==> src/rtl/acc_c_arbiter.sv <==
// acc_c_arbiter: round-robin arbiter sharing one C-bus request/response
// channel pair among NumReq upstream adapters. Granted requests are tagged
// with the requester index in the id MSBs, and responses are routed back
// using that tag. Each requester has a limit on outstanding transactions.
module acc_c_arbiter #(
  parameter int unsigned NumReq         = 4,
  parameter int unsigned ReqWidth       = 133,
  parameter int unsigned RspWidth       = 33,
  parameter int unsigned IdWidth        = 5,
  parameter int unsigned MaxOutstanding = 4,
  parameter int unsigned SelWidth       = (NumReq > 1) ? $clog2(NumReq) : 1,
  parameter int unsigned CntWidth       = $clog2(MaxOutstanding + 1)
) (
  input  logic                                clk_i,
  input  logic                                rst_i,
  // upstream request channels
  input  logic [NumReq-1:0]                   slv_q_valid_i,
  output logic [NumReq-1:0]                   slv_q_ready_o,
  input  logic [NumReq-1:0][ReqWidth-1:0]     slv_q_i,
  input  logic [NumReq-1:0][IdWidth-1:0]      slv_q_id_i,
  // upstream response channels (payload and id broadcast)
  output logic [NumReq-1:0]                   slv_p_valid_o,
  input  logic [NumReq-1:0]                   slv_p_ready_i,
  output logic [RspWidth-1:0]                 slv_p_o,
  output logic [IdWidth-1:0]                  slv_p_id_o,
  // shared request channel
  output logic                                mst_q_valid_o,
  input  logic                                mst_q_ready_i,
  output logic [ReqWidth-1:0]                 mst_q_o,
  output logic [SelWidth+IdWidth-1:0]         mst_q_id_o,
  // shared response channel
  input  logic                                mst_p_valid_i,
  output logic                                mst_p_ready_o,
  input  logic [RspWidth-1:0]                 mst_p_i,
  input  logic [SelWidth+IdWidth-1:0]         mst_p_id_i,
  // status
  output logic [NumReq-1:0]                   busy_o,
  output logic                                err_o
);

  logic [SelWidth-1:0]               rr_q;
  logic                              lock_q;
  logic [SelWidth-1:0]               lock_idx_q;
  logic [NumReq-1:0][CntWidth-1:0]   cnt_q;

  logic [NumReq-1:0]                 eligible;
  logic [NumReq-1:0]                 cnt_zero;
  logic                              grant_valid;
  logic [SelWidth-1:0]               grant_idx;
  logic [SelWidth-1:0]               cand;
  logic                              q_hs;
  logic [NumReq-1:0]                 q_inc;
  logic [NumReq-1:0]                 p_hs;
  logic [SelWidth-1:0]               p_sel;
  logic                              p_sel_ok;

  // requester eligibility: valid and below its outstanding limit
  always_comb begin
    eligible = '0;
    cnt_zero = '0;
    for (int i = 0; i < NumReq; i++) begin
      eligible[i] = slv_q_valid_i[i] && (cnt_q[i] != CntWidth'(MaxOutstanding));
      cnt_zero[i] = (cnt_q[i] == '0);
    end
  end

  // grant select: locked index while stalled, else first eligible from rr_q
  always_comb begin
    grant_valid = 1'b0;
    grant_idx   = '0;
    cand        = '0;
    if (lock_q) begin
      grant_valid = 1'b1;
      grant_idx   = lock_idx_q;
    end else begin
      for (int k = 0; k < NumReq; k++) begin
        cand = SelWidth'((32'(rr_q) + 32'(k)) % NumReq);
        if (!grant_valid && eligible[cand]) begin
          grant_valid = 1'b1;
          grant_idx   = cand;
        end
      end
    end
  end

  assign mst_q_valid_o = grant_valid;
  assign mst_q_o       = slv_q_i[grant_idx];
  assign mst_q_id_o    = {grant_idx, slv_q_id_i[grant_idx]};
  assign q_hs          = grant_valid && mst_q_ready_i;

  // per-requester ready and handshake strobes for the granted index only
  always_comb begin
    slv_q_ready_o = '0;
    q_inc         = '0;
    for (int i = 0; i < NumReq; i++) begin
      if (grant_valid && (grant_idx == SelWidth'(i))) begin
        slv_q_ready_o[i] = mst_q_ready_i;
        q_inc[i]         = mst_q_ready_i;
      end
    end
  end

  assign p_sel = mst_p_id_i[SelWidth+IdWidth-1:IdWidth];

  // tags beyond NumReq can only occur when NumReq is not a power of two
  generate
    if ((1 << SelWidth) > NumReq) begin : g_sel_chk
      assign p_sel_ok = (p_sel < SelWidth'(NumReq));
    end else begin : g_sel_full
      assign p_sel_ok = 1'b1;
    end
  endgenerate

  // response routing; unknown tags are swallowed so the bus never stalls
  always_comb begin
    slv_p_valid_o = '0;
    p_hs          = '0;
    mst_p_ready_o = 1'b1;
    if (p_sel_ok) begin
      mst_p_ready_o = slv_p_ready_i[p_sel];
    end
    for (int i = 0; i < NumReq; i++) begin
      if (p_sel_ok && (p_sel == SelWidth'(i))) begin
        slv_p_valid_o[i] = mst_p_valid_i;
        p_hs[i]          = mst_p_valid_i && slv_p_ready_i[i];
      end
    end
  end

  assign slv_p_o    = mst_p_i;
  assign slv_p_id_o = mst_p_id_i[IdWidth-1:0];

  // round-robin pointer, stall lock and bad-tag error flag
  always_ff @(posedge clk_i or posedge rst_i) begin
    if (rst_i) begin
      rr_q       <= '0;
      lock_q     <= 1'b0;
      lock_idx_q <= '0;
      err_o      <= 1'b0;
    end else begin
      err_o <= mst_p_valid_i && !p_sel_ok;
      if (q_hs) begin
        lock_q <= 1'b0;
        rr_q   <= (grant_idx == SelWidth'(NumReq - 1)) ? '0 : grant_idx + SelWidth'(1);
      end else if (grant_valid) begin
        lock_q     <= 1'b1;
        lock_idx_q <= grant_idx;
      end
    end
  end

  // outstanding counters; simultaneous issue and retire cancel out
  always_ff @(posedge clk_i or posedge rst_i) begin
    if (rst_i) begin
      cnt_q <= '0;
    end else begin
      for (int i = 0; i < NumReq; i++) begin
        if (q_inc[i] && !p_hs[i]) begin
          cnt_q[i] <= cnt_q[i] + CntWidth'(1);
        end else if (p_hs[i] && !q_inc[i] && !cnt_zero[i]) begin
          cnt_q[i] <= cnt_q[i] - CntWidth'(1);
        end
      end
    end
  end

  assign busy_o = ~cnt_zero;

  // a response must never retire a transaction that was never issued
  a_no_underflow: assert property (@(posedge clk_i) disable iff (rst_i)
    (p_hs & ~q_inc & cnt_zero) == '0);

endmodule

==> config.mk <==
export PLATFORM = sky130hd
export DESIGN_NAME = acc_c_arbiter
export DESIGN_NICKNAME = d
export VERILOG_FILES = /design/src/rtl/acc_c_arbiter.sv
export SDC_FILE = /design/constraint.sdc
export NUM_CORES = 1
export LEC_CHECK = 0
export ABC_CLOCK_PERIOD_IN_PS = 3600
export CAP_MARGIN = 10
export CELL_PAD_IN_SITES_DETAIL_PLACEMENT = 0
export CELL_PAD_IN_SITES_GLOBAL_PLACEMENT = 1
export CORE_AREA = 2 2 313 315
export CTS_CLUSTER_DIAMETER = 120
export CTS_CLUSTER_SIZE = 14
export DETAILED_ROUTE_END_ITERATION = 10
export DIE_AREA = 0 0 315 317
export PLACE_DENSITY_LB_ADDON = 0.12
export RECOVER_POWER = 25
export SLEW_MARGIN = 0
export SYNTH_ARGS = -nofsm -noshare
export SYNTH_HDL_FRONTEND = slang
export SYNTH_SLANG_ARGS = --single-unit
==> constraint.sdc <==
create_clock -name clk_i -period 3.6 [get_ports clk_i]
set_input_delay 0.36 -clock clk_i [delete_from_list [all_inputs] [get_ports clk_i]]
set_output_delay 0.36 -clock clk_i [all_outputs]
set_load 0.05 [all_outputs]
==> Word-level counts from Yosys, hierarchy flattened <==
Cells that the tools add are included.
{ "word_totals": {"ff_bits": 17, "out_inout_bits": 193, "wordCells": 142} }
{ "op_classes": {"addsub": 12, "magnitude_cmp": 6, "n_eq_ne": 10, "mux": 50, "bitwise": 2, "n_reduce_logical": 55} }
{ "ops": {"columns": ["cell", "n"], "rows": [
  ["133-bit binary-select mux with 2-bit select", 1],
  ["133-bit 2-to-1 mux", 1],
  ["1-bit logical AND", 28],
  ["1-bit 2-to-1 mux", 27],
  ["3-bit 2-to-1 mux", 8],
  ["2-bit by 3-bit less-than comparator with 1-bit output (second input constant)", 6],
  ["1-bit logical NOT", 15],
  ["3-bit by 1-bit adder with 3-bit output (second input constant)", 4],
  ["3-bit logical NOT", 4],
  ["2-bit 2-to-1 mux", 6],
  ["3-bit != test (second input constant)", 4],
  ["3-bit by 1-bit subtractor with 3-bit output (second input constant)", 4],
  ["1-bit binary-select mux with 2-bit select", 5],
  ["5-bit binary-select mux with 2-bit select", 1],
  ["2-bit nonzero test", 5],
  ["2-bit == test (second input constant)", 4],
  ["5-bit 2-to-1 mux", 1],
  ["2-bit by 1-bit adder with 2-bit output (second input constant)", 2],
  ["2-bit adder (second input constant)", 2],
  ["2-bit by 1-bit == test with 1-bit output (second input constant)", 2],
  ["2-bit logical NOT", 2],
  ["4-bit inverter", 1],
  ["2-bit AND reduction", 1],
  ["1-bit inverter", 1]
]} }

==> Logic depth before layout (Yosys ltp) <==
{ "depth": {"ltp_word": 26, "mapped_depth": 16, "mapped_depth_nobuf": 14} }

==> Worst setup path after synthesis <==
Ideal clock, no wire load.
{ "synth_timing": {"path_type": "flip-flop to flip-flop", "from": "register cnt_q[3] (netlist name)", "to": "register cnt_q[2] (netlist name)", "setup_ps": 129, "t_arrival_ps": 3857, "required_time_ps": 3471, "slack_ps": -387, "path_stages_with_launch": 12, "n_path_buf": 1, "synth_period_minus_slack_ps": 3987, "path_cell_list": "dfrtp_1 > or3b_1 > buf_2 > a211oi_1 > o22ai_1 > a22o_1 > nor3_1 > nand2_1 > fa_1 > or3_1 > o32ai_1 > a21oi_1"} }
{ "synth_between": {"elab_chain_cells": 25, "word_cells_on_any_way": 38} }
{ "synth_lines": {"columns": ["element", "line", "rtl"], "rows": [
  ["from (decl)", "44", "logic [NumReq-1:0][CntWidth-1:0] cnt_q;"],
  ["from (signal, indexed assignment)", "159", "cnt_q[i] <= cnt_q[i] + CntWidth'(1);"],
  ["from (signal, indexed assignment)", "161", "cnt_q[i] <= cnt_q[i] - CntWidth'(1);"],
  ["3-bit != test *", "62", "eligible[i] = slv_q_valid_i[i] && (cnt_q[i] != CntWidth'(MaxOutstanding));"],
  ["1-bit logical AND *", "62", null],
  ["1-bit binary-select mux with 2-bit select", "78", "if (!grant_valid && eligible[cand]) begin"],
  ["1-bit 2-to-1 mux (implied by the code)", "78", null],
  ["1-bit 2-to-1 mux", "78", null],
  ["1-bit 2-to-1 mux", "72", "if (lock_q) begin"],
  ["1-bit logical NOT", "78", null],
  ["1-bit logical AND", "78", null],
  ["[9 not listed]", null, null],
  ["2-bit 2-to-1 mux", "72", null],
  ["2-bit logical NOT", "96", "if (grant_valid && (grant_idx == SelWidth'(i))) begin"],
  ["1-bit logical AND *", "96", null],
  ["1-bit 2-to-1 mux *", null, null],
  ["via slv_q_ready_o[0]", "18", "output logic [NumReq-1:0] slv_q_ready_o,"],
  ["1-bit logical NOT", "160", "end else if (p_hs[i] && !q_inc[i] && !cnt_zero[i]) begin"],
  ["1-bit logical AND (2 in series)", "160", null],
  ["2-bit nonzero test (no source line)", null, null]
]} }
The timed path passes the listed nets; every way through them passes the cells marked *. The select of a mux whose other input is x is not followed.
A chain may end at the register's enable or synchronous reset.

==> Final worst setup path <==
{ "layout_timing": {"from": "register cnt_q[4] (netlist name)", "to": "output port mst_q_o[64]"} }
{ "layout_between": {"elab_chain_cells": 20, "word_cells_on_any_way": 29} }
{ "layout_lines": {"columns": ["element", "line", "rtl"], "rows": [
  ["3-bit != test *", "62", null],
  ["1-bit logical AND *", "62", null],
  ["1-bit binary-select mux with 2-bit select", "78", null],
  ["1-bit 2-to-1 mux (implied by the code)", "78", null],
  ["1-bit 2-to-1 mux", "78", null],
  ["1-bit 2-to-1 mux", "72", null],
  ["1-bit logical NOT", "78", null],
  ["1-bit logical AND", "78", null],
  ["[4 not listed]", null, null],
  ["1-bit 2-to-1 mux", "78", null],
  ["1-bit 2-to-1 mux", "72", null],
  ["1-bit logical NOT", "78", null],
  ["1-bit logical AND", "78", null],
  ["2-bit 2-to-1 mux *", "78", null],
  ["2-bit 2-to-1 mux *", "72", null],
  ["133-bit binary-select mux with 2-bit select *", "87", "assign mst_q_o = slv_q_i[grant_idx];"],
  ["133-bit 2-to-1 mux (implied by the code) *", "87", null],
  ["to (decl)", "29", "output logic [ReqWidth-1:0] mst_q_o,"]
]} }
Mark *: on every way between the ends. The rest lies on a longest branch, timed or not. The select of a mux whose other input is x is not followed.

==> flow_summary.yaml <==
synth:
  synth_area_sq_um: 6330
  synthArstFlopShare_pct: 100
  yosysSeqAreaShare_pct: 6.72
  ys_types: 60
  ys_warn_count: 0
  synth-seq-cells: 17
  netlist_instances: 665
  syn_nets: 1274
  syn_area_per_cell_sq_um: 9.51
  synthFlopType: "dfrtp_1"
  synth-edff-count: 0
drt:
  via_per_inst: 3.02
  drc: 0
  wl_met2_um: 30800
  firstDrtPassIters: 4
  dr_wl_met3_um: 5670
  drtIter0Drc: 160
  routedWlPerCell_um: 20.6
  drt-met1-wl_um: 17700
  wirelength_um: 54900
  ant_nets: 0
  highest_layer: "met5"
  via_count: 8069
timing:
  fmax_mhz: 289
  final.setup.tns_ns: 0
  period_share_pct: 96.2
  slew_viol_final: 0
  worstMarginPinSlew_ns: 0.786
  slew_headroom_pct: 47.5
  setup_viol: 0
  post-route-min-period_ns: 3.46
  skew_ns: 0.00172
  setup_slack_ns: 0.135
  grt_setup_unrepaired: "no"
  hold_violations: 0
place:
  io_buffers: 719
  dp_slack_ns: 0.0228
  place.gp.congestion: 0.789
  dpl.hpwl_um: 49100
  dp.cells: 2637
setup_path:
  cp-end-kind: "primary output"
  crit_fanout: 30
  reg2regPathDepth: 9
  crit_chain: "or3b_4 -> and2_1 -> o31a_4 -> o31ai_4 -> buf_12 -> buf_12 -> mux2i_1 -> buf_4 -> buf_12"
  cp_top_family: "buffers and inverters"
  critPathLaunchType: "flop"
  worst-path-stages: 9
  path_buf_inv: 4
  slowest_delay_ns: 0.42
  cp.arrival_ns: 3.10
  worstSetupPathType: "flop to primary output"
  worst_path_most_repeated_cell: "buf_12"
  crit_required_ns: 3.24
  slowest_stage: "dfrtp_2"
hold_path:
  hold_depth: 1
  hold_path_class: "flop to flop"
clock_tree:
  ctsHoldBuffers: 0
  path_clk_slew_ns: 0.06
  cts.sinks: 17
  cts_max_level: 1
  clkLatencyLatePin_ns: 0.25
  cts_tree: "built"
  cts_buffers: 3
  clockBufferDepth: 2
  clockRootBuffer: "clkbuf_16"
global_route:
  grt_pass1_vias: 8842
  grt-ovfl-total: 0
  track_usage_pct: 10.1
  grt_pass1_wl_um: 70500
  antenna_found_initial: 35
  grt_max_degree: 31
finish:
  utilization_pct: 17.5
  finalNonFillerCells: 2668
  syn2layout_area_growth_pct: 167
  final_cell_mix: "clkdlybuf4s50_1, mux2i_1, buf_12, buf_4, dfrtp_1"
  drive_above_1_share_pct: 19.1
  n_fill_cell: 10700
  final_common_cell: "clkdlybuf4s50_1"
  final_nets: 1990
die:
  core_sq_um: 96300
  die_h_um: 317
  die_area_sq_um: 99900
  rows: 114
  ios: 797
  initial_core_util_pct: 6.57
  die_w_um: 315
power:
  ir_worst_vdd_uv: 652
  leakage_uw: 0.00663
  total_power_uw: 17000
  cellPowerDensity_nw_per_um2: 1010
run:
  cap_violations: 0
outcome:
  status: "complete, no violations"
## worst reg2reg max path, stage by stage (launching register included)
cell,delay [ns]
dfrtp_1,0.44
nor3b_1,0.42
o21ai_0,0.17
o22ai_1,0.21
a22oi_1,0.17
buf_4,0.23
or4_1,0.59
fa_1,0.44
or4_1,0.53
nand4_1,0.09
## state kept, by name, summed over array words and instances, names as in the netlist
register and count:
rr_q 2, lock_idx_q 2, lock_q 1, cnt_q 12
## kinds of logic (layout without fill, tap and decap cells)
kind of cell	after synthesis	count (layout)	synth area share, %
AOI/OAI and AO/OA	48	48	6.27
muxes	419	419	66.6
adders and majority gates	5	5	1.46
DFF	17	17	6.72
other	1	13	0.0593
and+or+nand+nor	69	69	6.21
xor gates and xnor gates	2	2	0.277
buffers and inverters	104	819	12.4
## report_power, final
part,internal [uW],leakage (uW),switching [uW]
registers,288,0.000203,131
logic,7740,0.00639,8590
clock network,149,0.0000410,87.9
total,8180,0.00663,8810
## repair_timing
item,in CTS,in global routing
endpoints found under the hold margin,0,0
resized for setup,5,19
pin swaps,1,6
gates cloned,0,2
buffers inserted,0,13
setup endpoints to repair,12,127
## synth_stat cells (2+ instances only)
cell type,count,area share [%]
mux2i_1,414,65
dfrtp_1,17,6.7
nor3_1,4,0.32
buf_2,14,1.1
and2_1,4,0.40
or3_1,4,0.40
a32o_1,2,0.32
a31oi_1,3,0.30
a21oi_2,2,0.28
xor2_1,2,0.28
o22ai_1,3,0.30
o31ai_1,4,0.47
fa_1,4,1.3
buf_4,51,6.1
nor3b_1,2,0.24
buf_6,25,4.4
inv_1,13,0.77
a211oi_1,2,0.24
or2_2,3,0.30
mux2_2,4,0.71
nand4_1,2,0.20
nor2_1,10,0.59
or3b_1,3,0.42
o21ai_0,4,0.32
and3_1,2,0.20
nand2_1,14,0.83
a22oi_1,4,0.47
o21a_1,3,0.36
a22o_1,2,0.28
a21oi_1,4,0.32
nand3_1,8,0.63
or4_1,2,0.24
nand2b_1,3,0.30
## metrics by stage
stage	cell area, sq um	hold slack (ns)
final	16900	0.499
after global placement	16500	0.473
after global routing	16800	0.537
after CTS	16600	0.505
after detailed placement	16500	0.497
after floorplan	6330	0.286
## layer usage
metal | vias to the layer above | global-route usage (%)
met5 | - | 0
met4 | 34 | 0.768
met3 | 72 | 4.74
met2 | 361 | 20.4
met1 | 3684 | 9.36
li1 | 3918 | -
## worst paths after layout
kind,start,endpoint,slack (ns)
max,cnt_q[4],mst_q_o[64],0.14
min reg2reg,cnt_q[11],cnt_q[11],0.50
min in group asynchronous,rst_i,cnt_q[6],0.69
max in group asynchronous,rst_i,cnt_q[9],2.36
min,cnt_q[11],cnt_q[11],0.50
max reg2reg,cnt_q[7],cnt_q[5],0.25
## final cells by class
class | instances | area, sq um | share of cell area, %
clock inverters | 1 | 5.00 | 0.0297
well taps | 1276 | 1600 | 9.47
diodes | 12 | 30.0 | 0.178
flip-flops and latches | 17 | 428 | 2.54
repair buffers | 801 | 9480 | 56.2
inverters | 14 | 52.6 | 0.312
clock buffers | 3 | 75.1 | 0.445
multi-input cells | 544 | 5200 | 30.8
No activity file was read; power rests on OpenSTA's default activity.
==> edit 1, RTL diff (same flow settings) <==
Reset style: synchronous (`rst_i`), changed in 2 clocked blocks.
--- a/src/rtl/acc_c_arbiter.sv
+++ b/src/rtl/acc_c_arbiter.sv
@@ -133,3 +133,3 @@
   // round-robin pointer, stall lock and bad-tag error flag
-  always_ff @(posedge clk_i or posedge rst_i) begin
+  always_ff @(posedge clk_i) begin
     if (rst_i) begin
@@ -152,3 +152,3 @@
   // outstanding counters; simultaneous issue and retire cancel out
-  always_ff @(posedge clk_i or posedge rst_i) begin
+  always_ff @(posedge clk_i) begin
     if (rst_i) begin
Check against the original RTL: not settled (the Yosys comparison gave no result); the edit may change what the design does.
==> edit 1 against the unedited design <==
Setup slack improved by 0.032 ns; synthesized area decreased by 4.1%; design area decreased by 2.9%; sequential cell count unchanged; routed wire length increased by 2.2%; critical endpoint is now mst_q_o[81].
Power is not compared: it rests on default switching activity, and its combinational part moved more than twofold at a synthesized area within 25%.
==> edit 1: results (changes against the unedited design) <==
* Status: finished, final reports clean (unchanged)
* Post-synthesis mux area share at 70.9% (was 66.6%)
* DRT Wirelength at 56.2 mm (was 54.9 mm)
* Static Leakage at 6.51 nW
* Worst Path Arrival at 3.07 ns (was 3.10 ns)
* Antenna violations before repair at 27 (was 35)
* R2r worst-path depth at 12 (was 9)
* Pre-CTS WS at 0.143 ns (was 0.0228 ns)
* Clock latency on the worst-skew pair at 0.25 ns (about the same)
* Post-DR vias/cell at 3.03 (was 3.02)
* # H-tree levels at 1 (unchanged)
* Yosys warns at 0 (unchanged)
* Seq pwr share at 3.4%
* Max VDD drop at 0.236 mV
* Syn Nets at 1277 (was 1274)
* Post-synthesis compound-gate area fraction at 4.54% (was 6.27%)
* Placer Congestion at 0.753 (was 0.789)
* Top FF cell, synth: dfxtp_1 (was dfrtp_1)
* Clock-pin transition on the worst setup and hold timing paths at 0.06 ns (about the same)
* Yosys cell types at 54 (was 60)
* Sw Pwr at 3.67 mW
* Global-route wire length before repair at 72.4 mm (was 70.5 mm)
* Critical Path End: mst_q_o[81] (was mst_q_o[64])
* 1st-pass router iterations at 5 (was 4)
* Max_slew headroom at 36.1% (was 47.5%)
* Clock root buffer: clkbuf_16 (unchanged)
* Largest net degree at the start of global routing at 55 (was 31)
* Fin Clk Skew at 0.00577 ns (was 0.00172 ns)
* DR iter-0 viols at 200 (was 160)
* Post-synth top cells: mux2i_1 (423), buf_4 (41), buf_2 (39) (was mux2i_1 (414), buf_4 (51), buf_6 (25))
* Worst setup SP type: register (unchanged)
* CTS Buf Count at 3 (unchanged)
* Total Routing Usage GR at 10.4% (was 10.1%)
* PwrDens at 446 mW/mm^2
* Post-route clock period utilization at 95.4% (was 96.2%)
* Fillcell total at 10700 (about the same)
* Async SR Flop Fraction at 0% (was 100%)
* Largest registers: cnt_q x12, lock_idx_q x2, rr_q x2 (unchanged)
* Top post-synthesis cells by area: mux2i_1 (70%), dfxtp_1 (5.6%), buf_4 (5.1%) (was mux2i_1 (65%), dfrtp_1 (6.7%), buf_4 (6.1%))
* Layout net count at 1958 (was 1990)
* Reg2reg end: cnt_q[5] (unchanged)
* Register area share after synthesis at 5.61% (was 6.72%)
* Clk power at 0.237 mW
* R2R Path Start: cnt_q[9] (was cnt_q[7])
* Input/output buffers at 719 (unchanged)
* CTS max path bufs at 2 (unchanged)
* HP Class: register to register (unchanged)
* Fraction of layout instances using a drive strength above 1 at 16.0% (was 19.1%)
* Crit-path max FO at 20 (was 30)
* Post-synthesis xor/xnor area fraction at 0.578% (was 0.277%)
* Vias in the first global route at 8730 (was 8842)
* R2R setup slack at 0.26 ns
* Top reg by flops: cnt_q (unchanged)
* Detail Placement HPWL at 51.4 mm (was 49.1 mm)
* Post-synthesis adder-cell area fraction at 1.53% (was 1.46%)
edit 1: metrics by stage:
stage	area [um^2]	hold slack, ns	TNS, ns	std cells
6_report	16400	0.495	0	2634
5_1_grt	16300	0.523	-0.0126	2627
4_1_cts	16300	0.498	0	2624
3_5_place_dp	16200	0.485	0	2619
3_3_place_gp	16200	0.482	0	2619
2_1_floorplan	6080	0.439	0	668
edit 1: repair_timing:
item	in CTS	in global routing
setup endpoints to repair	4	55
buffers inserted	1	0
resized for setup	0	8
pin swaps	1	0
edit 1: routing by layer:
metal | global-route usage, % | up-vias | routed length, um
met5 | 0 | - | 138
met4 | 0.812 | 20 | 502
met3 | 4.21 | 60 | 5240
met2 | 20.3 | 381 | 30700
met1 | 10.7 | 3694 | 19600
li1 | - | 3813 | -
edit 1: worst min path at each step:
stage	slack [ns]	start	cells after the start	end
4_1_cts	0.50	cnt_q[11]	1	cnt_q[11]
3_3_place_gp	0.48	cnt_q[11]	1	cnt_q[11]
6_report	0.50	lock_idx_q[1]	2	lock_idx_q[1]
5_1_grt	0.52	lock_idx_q[1]	2	lock_idx_q[1]
2_1_floorplan	0.44	mst_q_ready_i	1	lock_q
3_5_place_dp	0.48	cnt_q[11]	1	cnt_q[11]
edit 1: worst max-delay path, cell delays in order (launching register included):
cell and delay [ns]:
dfxtp_1 0.37, or3b_1 0.46, a22oi_1 0.32, o2bb2ai_1 0.15, o221ai_4 0.32, nand2_8 0.11, buf_12 0.18, buf_4 0.23
mux2i_1 0.14, mux2i_1 0.29, buf_12 0.20
edit 1: layout make-up:
class                      instances  share of cell area (%)
sequential                        17                    2.09
multi-input combinational        548                    31.7
clock inverter                     1                  0.0459
clock buffer                       3                   0.459
timing repair buffer             763                    55.4
tap                             1276                    9.75
antenna                           10                   0.153
inverter                          16                   0.413
==> edit 2, RTL diff (config.mk and constraints unchanged) <==
Without the edit above. Set the parameter `IdWidth` to 7 (it was 5).
--- a/src/rtl/acc_c_arbiter.sv
+++ b/src/rtl/acc_c_arbiter.sv
@@ -8,3 +8,3 @@
   parameter int unsigned RspWidth       = 33,
-  parameter int unsigned IdWidth        = 5,
+  parameter int unsigned IdWidth        = 7,
   parameter int unsigned MaxOutstanding = 4,
Interface: changed (resized mst_p_id_i, mst_q_id_o, slv_p_id_o and slv_q_id_i); port bits go from 797 to 811. The function was not compared with the original's and may differ.
==> edit 2 against the unedited design <==
Setup slack worse by 0.065 ns; non-clock buffer count down 11; power up 18%; final cell count up 15%; design area up 3.3%; routed wire length up 13%; critical path depth up 5; core utilization up 0.58 points; die area unchanged; sequential cell count unchanged; synthesized area down 6.5%.
==> edit 2: results (changes against the unedited design) <==
* Status: finished, final reports clean (unchanged)
* Crit-path max FO at 8 (was 30)
* Power share of the combinational group at 96.7% (was 96.1%)
* Largest net degree at the start of global routing at 103 (was 31)
* Worst Path Arrival at 3.17 ns (was 3.10 ns)
* Nonclk buf count at 790 (was 801)
* Metal3 WL at 5.51 mm (was 5.67 mm)
* Fin Clk Skew at 0.00318 ns (was 0.00172 ns)
* Post-DR vias/cell at 3.44 (was 3.02)
* R2R Path Start: cnt_q[9] (was cnt_q[7])
* Layout net count at 2404 (was 1990)
* Static Leakage at 6.91 nW (was 6.63 nW)
* Sw Share at 55.8% (was 51.8%)
* Post-synthesis mux area share at 1.84% (was 66.6%)
* Antenna fix cells at 5 (was 12)
* GRT met3 Usage at 4.12% (was 4.74%)
* Layout clock area frac at 0.453% (was 0.475%)
* Vias in the first global route at 11100 (was 8842)
* CTS resizes at 19 (was 5)
* Clkbuf count at 4 (was 3)
* Post-synth top cells: nand2_1 (576), and3_1 (148), a31oi_1 (141) (was mux2i_1 (414), buf_4 (51), buf_6 (25))
* Global-route wire length before repair at 82.1 mm (was 70.5 mm)
* WL met1 at 22.9 mm (was 17.7 mm)
* Layout non-clock buf frac at 55.2% (was 56.2%)
* Max VDD drop at 0.631 mV (was 0.652 mV)
* 1st-pass router iterations at 5 (was 4)
* Antenna violations before repair at 15 (was 35)
* Placer Congestion at 0.768 (was 0.789)
## edit 2: stage by stage
stage / TNS (ns) / instances / setup slack [ns] / hold slack (ns)
2_1_floorplan: -0.294 / 1127 / -0.169 / 0.286
3_3_place_gp: 0 / 3039 / 0.0571 / 0.486
3_5_place_dp: 0 / 3039 / 0.00442 / 0.484
4_1_cts: -0.0365 / 3045 / -0.0236 / 0.496
5_1_grt: -0.0852 / 3063 / -0.0307 / 0.530
6_report: 0 / 3065 / 0.0703 / 0.493
## edit 2: worst max path at each step
stage / slack, ns / depth (start not counted) / startpoint / end
after floorplan: -0.17 / 10 / cnt_q[10] / cnt_q[2]
after global placement: 0.06 / 12 / slv_q_valid_i[0] / mst_q_o[84]
after detailed placement: 0.004 / 12 / slv_q_valid_i[2] / cnt_q[2]
after CTS: -0.02 / 11 / cnt_q[10] / mst_q_id_o[2]
after global routing: -0.03 / 14 / cnt_q[9] / mst_q_o[124]
final: 0.07 / 14 / cnt_q[9] / mst_q_o[124]
